<file path="src/rtl/decoder_besleyici.sv">
`default_nettype none
// decoder_besleyici: 2-entry input queue that feeds an N-bit decoder, either as a whole word
// or as K-bit chunks (most significant first), and collects its result with a bounded wait.
module decoder_besleyici #(
  parameter int N           = 12,
  parameter int K           = 3,
  parameter int ZAMAN_ASIMI = 64
) (
  input  logic         clk,
  input  logic         rst,
  input  logic         giris_gecerli,
  output logic         giris_hazir,
  input  logic         giris_mod,
  input  logic [N-1:0] giris_veri,
  output logic         basla,
  output logic         mod,
  output logic [N-1:0] gelen_veri,
  input  logic [N-1:0] cikan_veri,
  input  logic         bitti,
  output logic [N-1:0] sonuc,
  output logic         sonuc_gecerli,
  output logic         hata
);
  localparam int PARCA = N / K;
  localparam int CW    = (PARCA > 1) ? $clog2(PARCA) : 1;
  localparam int WW    = $clog2(ZAMAN_ASIMI + 1);
  localparam logic [CW-1:0] SON_PARCA = CW'(PARCA - 1);
  localparam logic [WW-1:0] SON_BEKLE = WW'(ZAMAN_ASIMI - 1);

  localparam logic [1:0] BOS    = 2'd0;
  localparam logic [1:0] GONDER = 2'd1;
  localparam logic [1:0] BEKLE  = 2'd2;
  localparam logic [1:0] SONUC  = 2'd3;

  logic [1:0]    durum_q, durum_d;
  logic [N:0]    kuyruk0_q, kuyruk0_d;
  logic [N:0]    kuyruk1_q, kuyruk1_d;
  logic [1:0]    sayi_q, sayi_d;
  logic          hazir_q, hazir_d;
  logic [N-1:0]  kelime_q, kelime_d;
  logic          mod_q, mod_d;
  logic [CW-1:0] parca_q, parca_d;
  logic [WW-1:0] bekle_q, bekle_d;
  logic [N-1:0]  sonuc_q, sonuc_d;
  logic          hata_q, hata_d;
  logic          push, pop;

  assign push = giris_gecerli && hazir_q;
  assign pop  = (durum_q == BOS) && (sayi_q != 2'd0);

  // Entry 0 is always the head; a pop shifts entry 1 down before any push lands.
  always_comb begin
    kuyruk0_d = kuyruk0_q;
    kuyruk1_d = kuyruk1_q;
    sayi_d    = sayi_q;
    if (pop) begin
      kuyruk0_d = kuyruk1_q;
      sayi_d    = sayi_q - 2'd1;
    end
    if (push) begin
      if (sayi_d == 2'd0) kuyruk0_d = {giris_mod, giris_veri};
      else                kuyruk1_d = {giris_mod, giris_veri};
      sayi_d = sayi_d + 2'd1;
    end
    hazir_d = (sayi_d != 2'd2);
  end

  always_comb begin
    durum_d  = durum_q;
    kelime_d = kelime_q;
    mod_d    = mod_q;
    parca_d  = parca_q;
    bekle_d  = bekle_q;
    sonuc_d  = sonuc_q;
    hata_d   = 1'b0;
    case (durum_q)
      BOS: begin
        if (pop) begin
          kelime_d = kuyruk0_q[N-1:0];
          mod_d    = kuyruk0_q[N];
          parca_d  = '0;
          bekle_d  = '0;
          durum_d  = GONDER;
        end
      end
      GONDER: begin
        if (!mod_q || parca_q == SON_PARCA) begin
          durum_d = BEKLE;
        end else begin
          parca_d  = parca_q + 1'b1;
          kelime_d = kelime_q << K;
        end
      end
      BEKLE: begin
        bekle_d = bekle_q + 1'b1;
        // bitti in the first wait cycle may be left over from the previous word.
        if (bitti && bekle_q != '0) begin
          sonuc_d = cikan_veri;
          durum_d = SONUC;
        end else if (bekle_q == SON_BEKLE) begin
          hata_d  = 1'b1;
          durum_d = BOS;
        end
      end
      default: durum_d = BOS;
    endcase
  end

  always_ff @(posedge clk or negedge rst) begin
    if (!rst) begin
      durum_q   <= BOS;
      kuyruk0_q <= '0;
      kuyruk1_q <= '0;
      sayi_q    <= 2'd0;
      hazir_q   <= 1'b0;
      kelime_q  <= '0;
      mod_q     <= 1'b0;
      parca_q   <= '0;
      bekle_q   <= '0;
      sonuc_q   <= '0;
      hata_q    <= 1'b0;
    end else begin
      durum_q   <= durum_d;
      kuyruk0_q <= kuyruk0_d;
      kuyruk1_q <= kuyruk1_d;
      sayi_q    <= sayi_d;
      hazir_q   <= hazir_d;
      kelime_q  <= kelime_d;
      mod_q     <= mod_d;
      parca_q   <= parca_d;
      bekle_q   <= bekle_d;
      sonuc_q   <= sonuc_d;
      hata_q    <= hata_d;
    end
  end

  // In chunked mode the word register shifts left, so the current chunk is always its top K bits.
  assign giris_hazir   = hazir_q;
  assign basla         = (durum_q == GONDER);
  assign mod           = mod_q;
  assign gelen_veri    = !basla ? '0 : (mod_q ? N'(kelime_q[N-1 -: K]) : kelime_q);
  assign sonuc         = sonuc_q;
  assign sonuc_gecerli = (durum_q == SONUC);
  assign hata          = hata_q;

endmodule
`default_nettype wire

</file>
<file path="config.mk">
export PLATFORM = sky130hd
export DESIGN_NAME = decoder_besleyici
export DESIGN_NICKNAME = d
export VERILOG_FILES = /design/src/rtl/decoder_besleyici.sv
export SDC_FILE = /design/constraint.sdc
export NUM_CORES = 1
export LEC_CHECK = 0
export BUFFER_PORTS_ARGS = -buffer_cell sky130_fd_sc_hd__buf_2
export CAP_MARGIN = 20
export CORE_ASPECT_RATIO = 1.2
export CORE_MARGIN = 10
export CORE_UTILIZATION = 45
export DETAILED_ROUTE_END_ITERATION = 6
export PLACE_DENSITY_LB_ADDON = 0.08
export SETUP_SLACK_MARGIN = 0.5
export SYNTH_ARGS = -nofsm -noshare
export SYNTH_HDL_FRONTEND = slang
export SYNTH_SLANG_ARGS = --single-unit
</file>
<file path="constraint.sdc">
create_clock -name clk -period 3.5 [get_ports clk]
set_clock_uncertainty 0.05 [all_clocks]
set_input_delay 0.175 -clock clk [delete_from_list [all_inputs] [get_ports clk]]
set_output_delay 0.175 -clock clk [all_outputs]
set_load 0.05 [all_outputs]
</file>
==> results of run 1 <==
## logic make-up (layout without fill, tap and decap cells)
family,Yosys count,in the layout,synth area share [%]
mux,66,66,23.1
buf+inv,20,101,2.89
compound gates,33,33,7.75
flops,66,66,53.0
xor+xnor,2,2,0.563
fa+ha+maj,5,5,2.01
simple gates,62,62,10.7
## path summary, 6_finish.rpt
kind | to | slack (ps) | from | depth (start not counted)
worst max-delay path | kuyruk1_q[7] | 720 | sayi_q[0] | 7
worst min-delay path | sonuc[0] | 10 | cikan_veri[0] | 2
worst max register to register | kuyruk1_q[7] | 720 | sayi_q[0] | 7
worst min register to register | sonuc[4] | 450 | sonuc[4] | 1
max in group asynchronous | kuyruk1_q[0] | 2100 | rst | 3
min in group asynchronous | bekle_q[4] | 380 | rst | 2
## power by group
part / internal, W / total [W] / switching (W)
registers: 0.00113 / 0.00137 / 0.000237
logic: 0.000841 / 0.00200 / 0.00116
clock network: 0.000493 / 0.000791 / 0.000298
total: 0.00246 / 0.00416 / 0.00169
## metal layers
| metal | routed length (µm) | GRT usage [%] | vias up |
|---|---|---|---|
| li1 | - | - | 1049 |
| met1 | 2920 | 16.2 | 1032 |
| met2 | 2900 | 19.2 | 62 |
| met3 | 480 | 4.07 | 10 |
| met4 | 132 | 5.91 | 0 |
| met5 | 0 | 0 | - |
## metrics by stage
step           power, W  cell area [µm²]  setup slack (ps)  utilization [%]  instances
6_report        0.00416             3900               719             57.5        422
5_1_grt         0.00448             3900               527             57.5        422
4_1_cts         0.00422             3900               684             57.5        422
3_5_place_dp    0.00340             3470               688             51.3        389
3_3_place_gp    0.00336             3470               766             51.3        389
2_1_floorplan   0.00296             3110               990                -        254
## registers in the layout (all words and copies together) (netlist names)
signal and count:
bekle_q 7, durum_q 2, giris_hazir 1, hata 1
kelime_q 12, kuyruk0_q 13, kuyruk1_q 13, mod 1
parca_q 2, sayi_q 2, sonuc 12
## cell type report
| type | instances | area (µm²) |
|---|---|---|
| Clock buffer | 10 | 138 |
| Fill cell | 599 | 2880 |
| Clock inverter | 6 | 114 |
| Inverter | 7 | 26.3 |
| Timing Repair Buffer | 78 | 485 |
| Tap cell | 87 | 109 |
| Multi-Input combinational cell | 168 | 1370 |
| Sequential cell | 66 | 1650 |
## cell usage in the layout (no fill, tap or decap), types with 4 or more instances in the layout
cell and n:
and2_1 11, mux2_2 46, nand2b_1 5, a21o_1 5
nand2_1 22, nand3_1 4, mux2i_1 20, o21ai_0 16
inv_1 7, dlygate4sd3_1 17, buf_4 4, dfrtp_1 66
clkbuf_8 10, ha_1 5, buf_2 57, nor2_1 6
## timing repair
action                                 in CTS  in global routing
endpoints found under the hold margin      49                  0
hold buffers                               17                  0
setup buffers                               0                  0
==> key figures, run 1 <==
Power and ir drop
  – Static Leak: 1.88 nW
  – Pwr/cell area: 1070 mW/mm²
  – VDD IR-drop max: 0.518 mV

Setup path
  – Required time of the critical path: 3690 ps
  – Slowest-stage cell, CP: nor3_2
  – Largest stage delay, worst path: 470 ps
  – Worst path arrival time: 2970 ps
  – CP Capture Type: register
  – CP Launch Type: register
  – Crit Path Category: reg -> reg
  – Crit Path Max Fanout: 13
  – Crit path cell chain: inv_1, ha_1, nor3_2, mux2_2, ha_1, nand2b_1, mux2_2
  – Crit path max-delay family: simple AND/OR/NAND/NOR gates
  – Worst Path Buf+Inv: 1

STA
  – Fin Hold WS: 10.6 ps
  – RSZ-0062 raised after global routing: no
  – Relative slew slack: 40.9%
  – Max Freq: 360 MHz
  – Slew Viols, Final: 0
  – Tcrit/Tclk final: 79.5%
  – Final Hold Vio Count: 0
  – Period minus WS final: 2780 ps
  – Setup violations, final: 0
  – Worst Tran Pin Value: 887 ps
  – TNS Setup: 0 ps

Placed design
  – Final GP Congestion: 0.720
  – IO Port Bufs: 57
  – Post-DP HPWL: 4.53 mm

Drt
  – DRC: 0
  – Routed wire length: 6.43 mm
  – Drt wl/cell: 15.2 µm
  – Initial DRT Pass Iterations: 5
  – DR iter-0 viols: 81
  – DR vias: 2153
  – Via/cell ratio: 5.10
  – Post-route ant nets: 0

Synth
  – Cells after Synth: 254
  – Netlist cell types: 36
  – Flops & latches, synth: 66
  – Synthesis warning total: 0
  – Post-Syn Area: 0.00311 mm²
  – Top cells by area, synth: dfrtp_1 (53%), mux2_2 (17%), mux2i_1 (6.4%)
  – Most common cell in the netlist: dfrtp_1
  – Largest area contributor in the netlist: dfrtp_1
  – Synth top area share: 53.0%
  – Asr flop ratio synth: 100%
  – Register area share after synthesis: 53.0%
  – Syn Nets: 288
  – EDFF count, synth: 0
  – Average cell area after synthesis: 12.3 µm²
  – Commonest cells post-synth: dfrtp_1 (66), mux2_2 (46), nand2_1 (22)
  – Dominant synthesized flop cell: dfrtp_1

Die
  – Core footprint: 0.00677 mm²
  – DIE WIDTH: 95.9 µm
  – Die area: 0.0107 mm²
  – I/O pins: 58
  – Standard-cell rows: 33
  – Initial Utilization: 46.0%
  – Die boundary height: 111 µm

Clocking
  – Clock tree buffer depth: 2
  – H-tree lvl count: 3
  – CTS resizes: 0
  – Clk_lat worst skew: 350 ps
  – TritonCTS clock tree: built
  – Clock Sinks: 66
  – Clock-pin slew on the worst setup and hold paths: 70 ps
  – CTS buffer count: 9
  – Clock Root Buffer: clkbuf_8

GRT
  – Vias in the first global route: 2181
  – First-pass GRT wire length: 10.9 mm
  – Pin count of the biggest net entering global routing: 35
  – GRT Total Usage: 12.8%
  – GRT overflow: 0
  – Initial antenna violation count: 0

Worst hold path
  – Worst hold-check path type: in -> reg

Outcome
  – Status: complete, no violations

Layout
  – Layout net count: 364
  – Layout cell share with drive strength beyond 1: 38.2%
  – # diodes: 0
  – P&R area growth vs syn: 25.1%

Run
  – Maximum Capacitance Violations: 0
Power figures use the tool's default switching activity.
==> run 2, diff against run 1 <==
==> constraint.sdc (replaced) <==
create_clock -name clk -period 2.7 [get_ports clk]
set_clock_uncertainty 0.05 [all_clocks]
set_input_delay 0.135 -clock clk [delete_from_list [all_inputs] [get_ports clk]]
set_output_delay 0.135 -clock clk [all_outputs]
set_load 0.05 [all_outputs]
==> key figures, run 2 (same netlist as run 1, synthesis figures left out) <==
Die
  – Initial Utilization: 46.0% (unchanged)
  – Standard-cell rows: 33 (unchanged)
  – Die boundary height: 111 µm (unchanged)
  – I/O pins: 58 (unchanged)
  – Die area: 0.0107 mm² (unchanged)
  – Core footprint: 0.00677 mm² (unchanged)
  – DIE WIDTH: 95.9 µm (unchanged)

Clocking
  – TritonCTS clock tree: built (unchanged)
  – H-tree lvl count: 3 (unchanged)
  – Clock-pin slew on the worst setup and hold paths: 80 ps (was 70 ps)
  – Clk_lat worst skew: 340 ps (was 350 ps)
  – Clock tree buffer depth: 2 (unchanged)
  – Clock Sinks: 66 (unchanged)
  – CTS buffer count: 9 (unchanged)
  – Clock Root Buffer: clkbuf_8 (unchanged)

Drt
  – Post-route ant nets: 0 (unchanged)
  – Routed wire length: 6.55 mm (was 6.43 mm)
  – DR vias: 2131 (was 2153)
  – Initial DRT Pass Iterations: 4 (was 5)
  – DRC: 0 (unchanged)
  – DR iter-0 viols: 100 (was 81)
  – Via/cell ratio: 4.85 (was 5.10)
  – Drt wl/cell: 14.9 µm (was 15.2 µm)

STA
  – Max Freq: 475 MHz (was 360 MHz)
  – Setup violations, final: 0 (unchanged)
  – Final Hold Vio Count: 0 (unchanged)
  – Tcrit/Tclk final: 78.0% (was 79.5%)
  – Worst Tran Pin Value: 826 ps (was 887 ps)
  – Period minus WS final: 2110 ps (was 2780 ps)
  – Slew Viols, Final: 0 (unchanged)
  – TNS Setup: 0 ps (unchanged)
  – RSZ-0062 raised after global routing: no (unchanged)
  – Relative slew slack: 44.9% (was 40.9%)

Placed design
  – Post-DP HPWL: 4.71 mm (was 4.53 mm)
  – IO Port Bufs: 57 (unchanged)
  – DP Cell Count: 394 (was 389)
  – Final GP Congestion: 0.812 (was 0.720)
  – Area after DPL: 0.00354 mm² (was 0.00347 mm²)

Layout
  – Commonest non-fill, non-tap cell in the layout: dfrtp_1 (unchanged)
  – Top flop regs: kuyruk0_q: 13 flops, kuyruk1_q: 13 flops (unchanged)
  – Most frequent cells in the layout: dfrtp_1 (66), buf_2 (57), mux2_2 (45), dlygate4sd3_1 (26), nand2_1 (22) (was dfrtp_1 (66), buf_2 (57), mux2_2 (46), nand2_1 (22), mux2i_1 (20))
  – Final Non-Filler Cells: 439 (was 422)
  – Fin area: 0.00404 mm² (was 0.00390 mm²)
  – # diodes: 0 (unchanged)
  – Layout cell share with drive strength beyond 1: 40.6% (was 38.2%)
  – Layout net count: 381 (was 364)
  – P&R area growth vs syn: 29.8% (was 25.1%)

Worst hold path
  – Hold Crit Depth: 3 (was 2)
  – Worst hold-check path type: in -> reg (unchanged)
  – Worst Min Path Start: bitti (was cikan_veri[0])
  – Worst hold endpoint: hata (was sonuc[0])

GRT
  – GRT Total Usage: 12.6% (was 12.8%)
  – Initial antenna violation count: 0 (unchanged)
  – Pin count of the biggest net entering global routing: 27 (was 35)
  – GRT overflow: 0 (unchanged)
  – First-pass GRT wire length: 10.9 mm (about the same)
  – Vias in the first global route: 2188 (was 2181)

Setup path
  – Crit Path Category: reg -> reg (unchanged)
  – CP Launch Type: register (unchanged)
  – R2r startpoint: bekle_q[0] (was sayi_q[0])
  – Required time of the critical path: 2870 ps (was 3690 ps)
  – Reg2Reg Setup Slack: 590 ps (was 720 ps)
  – CP Capture Type: register (unchanged)
  – R2r endpoint: sonuc[3] (was kuyruk1_q[7])
  – Worst path arrival time: 2270 ps (was 2970 ps)
  – Worst reg-to-reg path cell count: 6 (was 7)
  – Crit Path Max Fanout: 6 (was 13)

Power and ir drop
  – Static Leak: 1.94 nW (was 1.88 nW)
  – Pwr/cell area: 1330 mW/mm² (was 1070 mW/mm²)
  – Total Power: 0.00537 W (was 0.00416 W)
  – VDD IR-drop max: 0.675 mV (was 0.518 mV)

Run
  – Maximum Capacitance Violations: 0 (unchanged)

Outcome
  – Status: complete, no violations (unchanged)
[run 2: changes by cell type in the layout (fill, tap and decap cells not counted), sizes merged]
| cell | previous run | this run |
|---|---|---|
| dlygate4sd3 | 17 | 26 |
| buf | 61 | 69 |
| clkinv | 1 | 5 |
| bufinv | 3 | 1 |
| clkbuf | 10 | 9 |
| clkinvlp | 2 | 1 |
[run 2: final cells by class]
cell class | instances | area (µm²)
Multi-Input combinational cell | 168 | 1420
Tap cell | 87 | 109
Clock buffer | 9 | 124
Inverter | 7 | 26.3
Fill cell | 556 | 2730
Clock inverter | 7 | 70.1
Timing Repair Buffer | 95 | 643
Sequential cell | 66 | 1650
[run 2: how the worst max path moves through the flow]
stage	from	to	slack, ps	cells after the start
finish	bekle_q[0]	sonuc[3]	590	6
global route	bekle_q[1]	sonuc[11]	500	6
CTS	durum_q[1]	gelen_veri[6]	500	5
detailed placement	sayi_q[0]	kuyruk0_q[8]	330	7
global placement	sayi_q[0]	kuyruk0_q[4]	410	7
floorplan	sayi_q[0]	kuyruk0_q[10]	500	10
[run 2: routing by layer]
metal,up-vias,part of all wire (%),GRT usage [%]
met5,-,0,0
met4,0,1.6,5.02
met3,10,6.5,3.32
met2,52,44,17.9
met1,990,48,17.5
li1,1079,-,-
[run 2: critical path, stage by stage, from the launching register on]
cell and delay [ps]:
dfrtp_1 410, inv_2 70, ha_1 140, or4b_4 470, o311ai_4 320, buf_6 180
mux2_2 330
[run 2: what timing repair did]
item                                    4_1_cts  5_1_grt
hold buffers                                 26        0
cloned                                        0        1
hold endpoints to repair                     56        0
endpoints found under the setup margin       22       38
setup buffers                                 0        2
resized for setup                             2        8
[run 2: power breakdown]
group | switching (W) | internal [W]
logic | 0.00156 | 0.00122
registers | 0.000305 | 0.00147
clock network | 0.000393 | 0.000424
total | 0.00226 | 0.00311
[run 2: metrics by stage]
stage          utilization, %  hold WS [ps]  setup slack, ps
3_3_place_gp             52.3          73.4              414
3_5_place_dp             52.3          73.5              332
2_1_floorplan               -          -211              502
6_report                 59.7          77.5              594
4_1_cts                  59.1          17.2              503
5_1_grt                  59.7          81.8              501
